**src/rtl/traffic_phase_controller.sv**
```systemverilog
// Timed phase FSM for a two-road junction: the principal road rests in green, and the
// secondary road is served only after its vehicle sensor has raised a request.
module traffic_phase_controller #(
   parameter int unsigned TICK_DIV = 50_000_000,
   parameter int unsigned T_PG_MIN = 10,
   parameter int unsigned T_PY     = 3,
   parameter int unsigned T_SG     = 8,
   parameter int unsigned T_SY     = 3
) (
   input  logic       clk,
   input  logic       rst,
   input  logic       SecSensor,
   output logic [1:0] StateFlag,
   output logic [7:0] SecondsLeft,
   output logic       Tick,
   output logic       ReqPending
);

   localparam int unsigned PW = (TICK_DIV > 2) ? $clog2(TICK_DIV) : 1;

   localparam logic [PW-1:0] PRESC_LAST = PW'(TICK_DIV - 1);
   localparam logic [7:0]    LOAD_PG    = 8'(T_PG_MIN);
   localparam logic [7:0]    LOAD_PY    = 8'(T_PY);
   localparam logic [7:0]    LOAD_SG    = 8'(T_SG);
   localparam logic [7:0]    LOAD_SY    = 8'(T_SY);

   // The encoding is the phase code seen by the header decoder, so the state is the output.
   typedef enum logic [1:0] {
      PG = 2'd0,
      PY = 2'd1,
      SG = 2'd2,
      SY = 2'd3
   } phase_t;

   phase_t        state;
   phase_t        state_nxt;
   logic [7:0]    secs;
   logic [7:0]    secs_nxt;
   logic [7:0]    secs_dec;
   logic [PW-1:0] presc;
   logic          tick_w;
   logic          sync1;
   logic          sync2;
   logic          req;
   logic          enter_sg;

   assign tick_w = (presc == PRESC_LAST);

   // NOTE: sequential state is written only with non-blocking assignments so every flop
   // samples the values from before the edge, regardless of block ordering.
   always_ff @(posedge clk) begin
      if (rst) begin
         presc <= '0;
      end else if (tick_w) begin
         presc <= '0;
      end else begin
         presc <= presc + PW'(1);
      end
   end

   // Two-flop synchronizer; SecSensor is asynchronous to clk.
   always_ff @(posedge clk) begin
      if (rst) begin
         sync1 <= 1'b0;
         sync2 <= 1'b0;
      end else begin
         sync1 <= SecSensor;
         sync2 <= sync1;
      end
   end

   assign enter_sg = (state_nxt == SG) && (state != SG);

   // Clearing on SG entry has priority so a request is consumed by the phase that serves it.
   always_ff @(posedge clk) begin
      if (rst) begin
         req <= 1'b0;
      end else if (enter_sg) begin
         req <= 1'b0;
      end else if (sync2) begin
         req <= 1'b1;
      end
   end

   always_ff @(posedge clk) begin
      if (rst) begin
         state <= PG;
         secs  <= LOAD_PG;
      end else begin
         state <= state_nxt;
         secs  <= secs_nxt;
      end
   end

   assign secs_dec = (secs == 8'd0) ? 8'd0 : secs - 8'd1;

   // NOTE: both outputs of this block get a default before any branch, so no path can
   // leave them unassigned and no latch is inferred.
   always_comb begin
      state_nxt = state;
      secs_nxt  = secs;
      if (tick_w) begin
         secs_nxt = secs_dec;
         case (state)
            PG: begin
               // Green may be held past its minimum; it only yields to a pending request.
               if ((secs <= 8'd1) && req) begin
                  state_nxt = PY;
                  secs_nxt  = LOAD_PY;
               end
            end
            PY: begin
               if (secs == 8'd1) begin
                  state_nxt = SG;
                  secs_nxt  = LOAD_SG;
               end
            end
            SG: begin
               if (secs == 8'd1) begin
                  state_nxt = SY;
                  secs_nxt  = LOAD_SY;
               end
            end
            SY: begin
               if (secs == 8'd1) begin
                  state_nxt = PG;
                  secs_nxt  = LOAD_PG;
               end
            end
            default: begin
               state_nxt = PG;
               secs_nxt  = LOAD_PG;
            end
         endcase
      end
   end

   assign StateFlag   = state;
   assign SecondsLeft = secs;
   assign Tick        = tick_w;
   assign ReqPending  = req;

endmodule

```
**config.mk**
```make
export PLATFORM = sky130hd
export DESIGN_NAME = traffic_phase_controller
export DESIGN_NICKNAME = d
export VERILOG_FILES = /design/src/rtl/traffic_phase_controller.sv
export SDC_FILE = /design/constraint.sdc
export NUM_CORES = 1
export LEC_CHECK = 0
export CAP_MARGIN = 40
export CELL_PAD_IN_SITES_DETAIL_PLACEMENT = 0
export CELL_PAD_IN_SITES_GLOBAL_PLACEMENT = 1
export CORE_MARGIN = 2
export CORE_UTILIZATION = 35
export CTS_CLUSTER_SIZE = 20
export DETAILED_ROUTE_END_ITERATION = 10
export GPL_TIMING_DRIVEN = 0
export MAX_ROUTING_LAYER = met4
export PLACE_DENSITY = 0.66
export REMOVE_ABC_BUFFERS = 1
export SKIP_CTS_REPAIR_TIMING = 1
export SLEW_MARGIN = 40
export SYNTH_ARGS = -nofsm -noshare
export SYNTH_HDL_FRONTEND = slang
export SYNTH_SLANG_ARGS = --single-unit
export TNS_END_PERCENT = 50
```
**constraint.sdc**
```tcl
create_clock -name clk -period 1.9 [get_ports clk]
set_input_delay 0.38 -clock clk [delete_from_list [all_inputs] [get_ports clk]]
set_output_delay 0.38 -clock clk [all_outputs]
set_load 0.005 [all_outputs]
```
==> results of run 1 <==
==> cells in the final DEF, fill, tap and decap left out, types with 8 or more instances in the layout <==
master and count:
sky130_fd_sc_hd__dfxtp_1 22, sky130_fd_sc_hd__xor2_1 14, sky130_fd_sc_hd__clkdlybuf4s50_1 12, sky130_fd_sc_hd__nand2_1 11
sky130_fd_sc_hd__inv_1 8, sky130_fd_sc_hd__xnor2_1 10, sky130_fd_sc_hd__dfxtp_2 14, sky130_fd_sc_hd__buf_4 15
sky130_fd_sc_hd__nand4_1 12, sky130_fd_sc_hd__nor2_1 30
==> logic make-up (layout without fill, tap and decap cells) <==
logic type | Yosys count | count (layout) | synth area share (%)
and+or+nand+nor | 107 | 110 | 29.71
DFF | 39 | 39 | 40.84
AOI/OAI and AO/OA | 28 | 28 | 10.21
xor gates and xnor gates | 24 | 24 | 10.99
buffers and inverters | 19 | 49 | 5.105
adders and majority gates | 4 | 4 | 2.618
muxes | 1 | 1 | 0.5236
==> final cells by class <==
cell class                      count  share of cell area, %
Multi-Input combinational cell    167                  47.16
Clock inverter                      3                 0.9472
Inverter                            9                  1.844
Tap cell                           70                  3.490
Timing Repair Buffer               32                  11.57
Sequential cell                    39                  32.25
Clock buffer                        5                  2.742
==> path summary, 6_finish.rpt <==
kind,endpoint,cells past startpoint,slack (ps)
setup / recovery,Tick,5,-220
hold / removal,sync2$_SDFF_PP0_,1,440
setup reg to reg,ReqPending$_SDFFE_PP0P_,6,-150
hold reg to reg,sync2$_SDFF_PP0_,1,440
==> layer usage <==
| metal | vias up | GRT usage (%) | wire length [um] |
|---|---|---|---|
| li1 | 847 | - | - |
| met1 | 804 | 19.55 | 2175 |
| met2 | 34 | 21.29 | 2020 |
| met3 | 10 | 3.256 | 147 |
| met4 | 0 | 6.316 | 96 |
| met5 | - | - | 0 |
==> Yosys cell counts (3+ instances only) <==
cell / n
sky130_fd_sc_hd__a21oi_1: 7
sky130_fd_sc_hd__and3_1: 4
sky130_fd_sc_hd__and4_1: 4
sky130_fd_sc_hd__buf_2: 4
sky130_fd_sc_hd__clkbuf_1: 3
sky130_fd_sc_hd__dfxtp_1: 39
sky130_fd_sc_hd__ha_1: 4
sky130_fd_sc_hd__inv_1: 8
sky130_fd_sc_hd__nand2_1: 11
sky130_fd_sc_hd__nand2b_1: 5
sky130_fd_sc_hd__nand3_1: 7
sky130_fd_sc_hd__nand4_1: 12
sky130_fd_sc_hd__nor2_1: 34
sky130_fd_sc_hd__nor2b_1: 3
sky130_fd_sc_hd__nor3_1: 8
sky130_fd_sc_hd__nor4_1: 4
sky130_fd_sc_hd__o21ai_0: 7
sky130_fd_sc_hd__or3_1: 3
sky130_fd_sc_hd__xnor2_1: 10
sky130_fd_sc_hd__xor2_1: 14
==> worst max-delay path: stages (launching register included) <==
cell	delay (ps)
sky130_fd_sc_hd__dfxtp_1	360
sky130_fd_sc_hd__nor4b_2	270
sky130_fd_sc_hd__nand3_1	100
sky130_fd_sc_hd__or4_4	540
sky130_fd_sc_hd__clkinv_8	90
sky130_fd_sc_hd__buf_6	90
==> metrics by stage <==
stage	instance area [um^2]	utilization [%]	hold slack [ps]
after CTS	2173	41.75	445.8
final	2510	48.22	444.5
after global placement	2078	39.93	416.5
after global routing	2510	48.22	481.1
after floorplan	1851	-	412.9
after detailed placement	2081	39.98	426.1
==> power by group through the flow <==
stage	clock (mW)	combinational, mW	sequential [mW]
floorplan	0	0.0231	0.849
global placement	0	0.0419	0.850
detailed placement	0	0.0427	0.850
CTS	0.606	0.0428	0.830
global route	0.639	0.0619	0.830
finish	0.585	0.0550	0.829
==> flip-flops by register name, indices dropped and copies added (netlist names) <==
register / cells
presc: 26
SecondsLeft: 8
StateFlag: 2
ReqPending: 1
sync1: 1
sync2: 1
==> results.md, run 1 <==
- Clock tree synthesis inserted a total of 5 buffers.
- The cell type with the highest aggregate area in the netlist is sky130_fd_sc_hd__dfxtp_1.
- In the finished design, the share of the clock period the worst path needs comes to 111.8%.
- For the worst setup path, the data arrival time is between 1500 and 2000 ps.
- The TritonCTS clock tree is done.
- The total placed cells including tap cells is 296.
- The smallest clock period supported by the final layout is computed as around 2100 ps.
- After detailed routing, the average wire length per cell comes to between 10 and 15 um.
- The maximum level of the CTS H-tree is 2.
- Total power for the finished layout comes to 1.469 mW.
- For this design, the sink count on the clock tree is 39.
- The number of hold violations in the final report is 0.
- STA classifies the critical path endpoint as an output pin.
- The path class of the tightest hold or removal check is register to register.
- The detail route stage leaves a number of antenna-violating nets equal to 0.
- The first-iteration detailed-routing DRC count is 101.
- Of all nets on the critical path, the largest fanout is 7.
- The clock network accounts for between 30% and 40% of the total power.
- The reg-to-reg startpoint is presc[10]$_SDFF_PP0_.
- The overall via count from detail_route is about 1700.
- The number of synthesized register bits is 39.
- The cell internal power dissipation is between 1 and 1.5 mW.
- The first global-routing pass estimated 6948 um of wire.
- The number of primary I/O pins is 15.
- The area of the die is around 6100 um^2.
- During placement, the flow inserted port buffers numbering 14.
- The horizontal die dimension is about 80 um.
- Counting distinct cell types in the post-synthesis netlist gives 42.
- The number of synthesized flops with an enable pin is 0.
- The later pin in the worst-skew pair is clocked with a latency of about 300 ps.
- The aggregate global-route resource usage is between 10 and 15%.
- At the end of routability-driven placement, the weighted congestion stood at ~0.77.
- The floorplan step defined a core boundary enclosing 5205 um^2.
- The number of fillers in the final layout is about 530.
- In this run the power spent charging and discharging nets is about 0.36 mW.
- The number of non-filler instances in the completed layout is 325.
- Tracing the worst setup path back leads to its startpoint at presc[10]$_SDFF_PP0_.
- The leakage power of the design is slightly above 0.9 nW.
- Ranked by total cell area, the synthesized netlist is headed by sky130_fd_sc_hd__dfxtp_1 (41%), sky130_fd_sc_hd__nor2_1 (6.7%), sky130_fd_sc_hd__xor2_1 (6.4%).
- Before antenna repair, the detailed router went through 4 iterations.
- The number of global-route vias before repair was around 1500.
- The fraction of the yosys area taken by sequential cells is just over 40%.
- The count of inserted antenna diode cells is 0.
- After detailed routing, the number of remaining DRC violations is 0.
- The number of pins exceeding their max-slew limit in the final report is 0.
- The floorplan step set the die height to 77.91 um.
- The kind of critical path is register to output pin.
- The run finished, with violations left.
- The max-cap check violation count is 0.
- The top cell type's share of synthesized area is between 40 and 50%.
- Dividing the detail-routed via count by the number of cells gives roughly 5.2.
- Synthesis produced a netlist whose cell count is roughly 220.
- The Yosys step of the flow raised 0 warnings.
- A synthesized cell averages 8.612 um^2.
- The sequential group share of total power is a little under three fifths.
- The area added between synthesis and finish is 31.28%.
- Summing all multi-input logic gate instances after layout gives between 1000 and 1500 um^2.
- The number of buffers between clock root and the deepest sink is 2.
- The proportion of synthesized flip-flops having asynchronous set or reset is 0%.
- The dominant synthesized flop cell is sky130_fd_sc_hd__dfxtp_1.
- Once the floorplan was initialized, standard cells occupied about 37% of the core.
- Row generation in the floorplan step produced 26 rows.
- The total overflow left after global routing is 0.
- At the pin with the least slew margin, the transition time is 828.7 ps.
- STA puts the critical path data required time at ~1500 ps.
- Across the whole layout, storage elements account for 809.5 um^2.
- The post-place setup slack is -644.1 ps.
- The power density of the placed cells is ~600 nW/um^2.
- The final layout contains 261 nets.
- The worst setup path is launched from a register.
- The highest ir drop seen on vdd is between 0.4 and 0.5 mV.
- Measured against its own limit, the worst slew margin works out to between 40% and 50%.
- Based on the critical path, the design can be clocked at up to between 0.4 and 0.5 GHz.
- The post-synth design cell area is around 1900 um^2.
- The final total negative setup slack is -471.7 ps.
- The number of failing setup endpoints in the final timing report is 6.
- Clock-pin slew was measured on the worst setup and hold paths at 80 ps.
- The combinational share of power is around 3.7%.
- The number of antenna violations at the first check in global routing is 0.
- Setup repair after global routing could not meet its margin everywhere.
- Cells with a size suffix above 1 make up 29.02% of the layout.
- After detailed routing, the total wire length is ~4400 um.
- The root buffer cell chosen for the clock tree is sky130_fd_sc_hd__clkbuf_8.
- The startpoint of the worst hold path is sync1$_SDFF_PP0_.
- On the final layout, the worst clock skew is around 4.9 ps.
- Entering global routing, the biggest net connects 25 pins.
- The switching part of the total is about 25%.
- The final worst-path setup slack is -224.0 ps.
- The HPWL after detailed placement is roughly 2600 um.
- The final reports fail on negative setup slack.
(Power assumes the default switching activity.)
==> run 2, diff against run 1 <==
==> constraint.sdc (replaced) <==
create_clock -name clk -period 1.9 [get_ports clk]
set_input_delay 0.19 -clock clk [delete_from_list [all_inputs] [get_ports clk]]
set_output_delay 0.19 -clock clk [all_outputs]
set_load 0.005 [all_outputs]
==> results.md, run 2 (same netlist as run 1, synthesis figures left out) <==
- The latest clock arrival within the worst-skew pair is 300 ps.
- The overall via count from detail_route is ~1700.
- The data required time at the worst endpoint is 2070 ps.
- Across the run, the number of max-cap violations was 0.
- Dividing the final minimum period by the clock period gives 107.0%.
- The number of antenna violations at the first check in global routing is 0.
- The count of inserted antenna diode cells is 0.
- Subtracting the final worst setup slack from the clock period gives between 2000 and 2500 ps.
- The sort of element at the end of the critical path is a register.
- At the worst endpoint, the arrival time is about 2200 ps.
- The power density of the placed cells is 594.8 nW/um^2.
- From synthesis to final layout, the design area changed by 28.21%.
- The worst setup path is of the register to register kind.
- For this run, the top clock speed supported by timing is about 0.49 GHz.
- The detailed-route vias per instance is around 5.
- The number of failing setup endpoints in the final timing report is 19.
- The first-iteration detailed-routing DRC count is 67.
- The net total in the final layout is 259.
- The library cell used most frequently in the layout, excluding fill and tap cells, is sky130_fd_sc_hd__nor2_1.
- In this run the horizontal extent of the chip is ~78 um.
- The max-slew headroom at the worst pin is between 50% and 60%.
- The final total negative setup slack is -1239 ps.
- Once placement finished, the instance area stood at roughly 2100 um^2.
- Before antenna repair, the detailed router went through 4 iterations.
- The critical-path maximum fanout is 7.
- The flow ran to the end, but the final reports show violations.
- The worst hold path belongs to the class register to register.
- Wires add up to about 4200 um.
- The aggregate global-route resource usage is about 15%.
- The area of the die is 6069 um^2.
- The final core utilization is a little under half.
- The maximum level of the CTS H-tree is 2.
- The placeable core area is between 5000 and 6000 um^2.
- The number of hold violations in the final report is 0.
- The final worst-path setup slack is -132.2 ps.
- In the layout the commonest cells are sky130_fd_sc_hd__nor2_1 (34), sky130_fd_sc_hd__dfxtp_1 (22), sky130_fd_sc_hd__buf_4 (17).
- The number of clock buffers added by TritonCTS is 5.
- The number of global-route vias before repair is 1474.
- In the final routed layout, each cell accounts on average for roughly 13 um.
- The DRC violation count after routing is 0.
- The area of all placed cells without fillers is 2451 um^2.
- The category of the worst setup path launch point is a register.
- The TritonCTS clock tree is done.
- Summed over all cells, the static leakage comes to a little under 0.9 nW.
- Setup repair after global routing could not meet its margin everywhere.
- The number of flip-flops in the largest register is 26.
- The y dimension of the die is just under 80 um.
- During placement, the flow inserted port buffers numbering 14.
- Entering global routing, the biggest net connects 25 pins.
- Cells with a size suffix above 1 make up 26.48% of the layout.
- The floorplan row count is 26.
- At the pin with the least slew margin, the transition time is between 700 and 800 ps.
- Clock skew on the completed layout was measured at about 5.2 ps.
- The clock transition at the registers of the reported paths is approximately 80 ps.
- The count of nets left with antenna violations once routing finished came out at 0.
- The number of clock sinks is 39.
- The weighted congestion at the end of routability-driven global placement is roughly 0.77.
- Ranked by flip-flop count, first place goes to presc.
- The longest clock path from root to sink contains 2 buffers.
- In this run the clock root is driven by a sky130_fd_sc_hd__clkbuf_8.
- Hold timing on the final database bottoms out at a slack of 443.5 ps.
- The checks that failed: negative setup slack.
- The first global-routing pass estimated 6948 um of wire.
- The highest ir drop seen on vdd is 0.4091 mV.
- After filler insertion, the fill cell instance count of the layout stands at ~540.
- For this run the aggregate overflow at the end of global routing stands at 0.
- The number of primary I/O pins is 15.
- The effective utilization at floorplan is between 30% and 40%.
- The number of pins exceeding their max-slew limit in the final report came to 0.
- Detailed placement ended at an HPWL of 2612 um.
run 2: report_power, final:
part	total, mW	internal (mW)	switching [mW]	leakage (nW)
logic	0.0477	0.0204	0.0273	0.519
clock network	0.582	0.262	0.319	0.0408
registers	0.829	0.821	0.00720	0.323
total	1.46	1.10	0.354	0.883
run 2: cell type report:
cell class	instances	area [um^2]	area share (%)
Clock buffer	5	68.82	2.808
Clock inverter	3	23.77	0.9699
Inverter	9	46.29	1.889
Multi-Input combinational cell	165	1135	46.30
Sequential cell	39	809.5	33.03
Tap cell	70	87.58	3.573
Timing Repair Buffer	32	280.3	11.43
run 2: layer usage:
metal | wire (um) | GRT usage [%] | vias up
met2 | 1971 | 21.29 | 27
li1 | - | - | 840
met5 | 0 | - | -
met3 | 152 | 3.256 | 8
met4 | 76 | 6.316 | 0
met1 | 2042 | 19.55 | 777
run 2: worst paths after layout:
check / slack (ps) / startpoint / to / cells past startpoint
worst max-delay path: -130 / presc[13]$_SDFF_PP0_ / ReqPending$_SDFFE_PP0P_ / 6
worst min-delay path: 440 / sync1$_SDFF_PP0_ / sync2$_SDFF_PP0_ / 1
worst max register to register: -130 / presc[13]$_SDFF_PP0_ / ReqPending$_SDFFE_PP0P_ / 6
worst min register to register: 440 / sync1$_SDFF_PP0_ / sync2$_SDFF_PP0_ / 1
run 2: metrics by stage:
step                cells  total power, mW  worst slack [ps]
finish                323            1.458            -132.2
global route          323            1.524            -188.3
CTS                   304            1.479            -793.9
detailed placement    296           0.8924            -454.1
global placement      296           0.8916            -587.2
floorplan             212           0.8719            -110.0
run 2: critical path, cell delays in order (launching register included):
cell                      delay (ps)
sky130_fd_sc_hd__dfxtp_2         360
sky130_fd_sc_hd__and3_4          220
sky130_fd_sc_hd__nand2_4          80
sky130_fd_sc_hd__or4_4           610
sky130_fd_sc_hd__buf_6           160
sky130_fd_sc_hd__or3_4           330
sky130_fd_sc_hd__nor3b_2         150
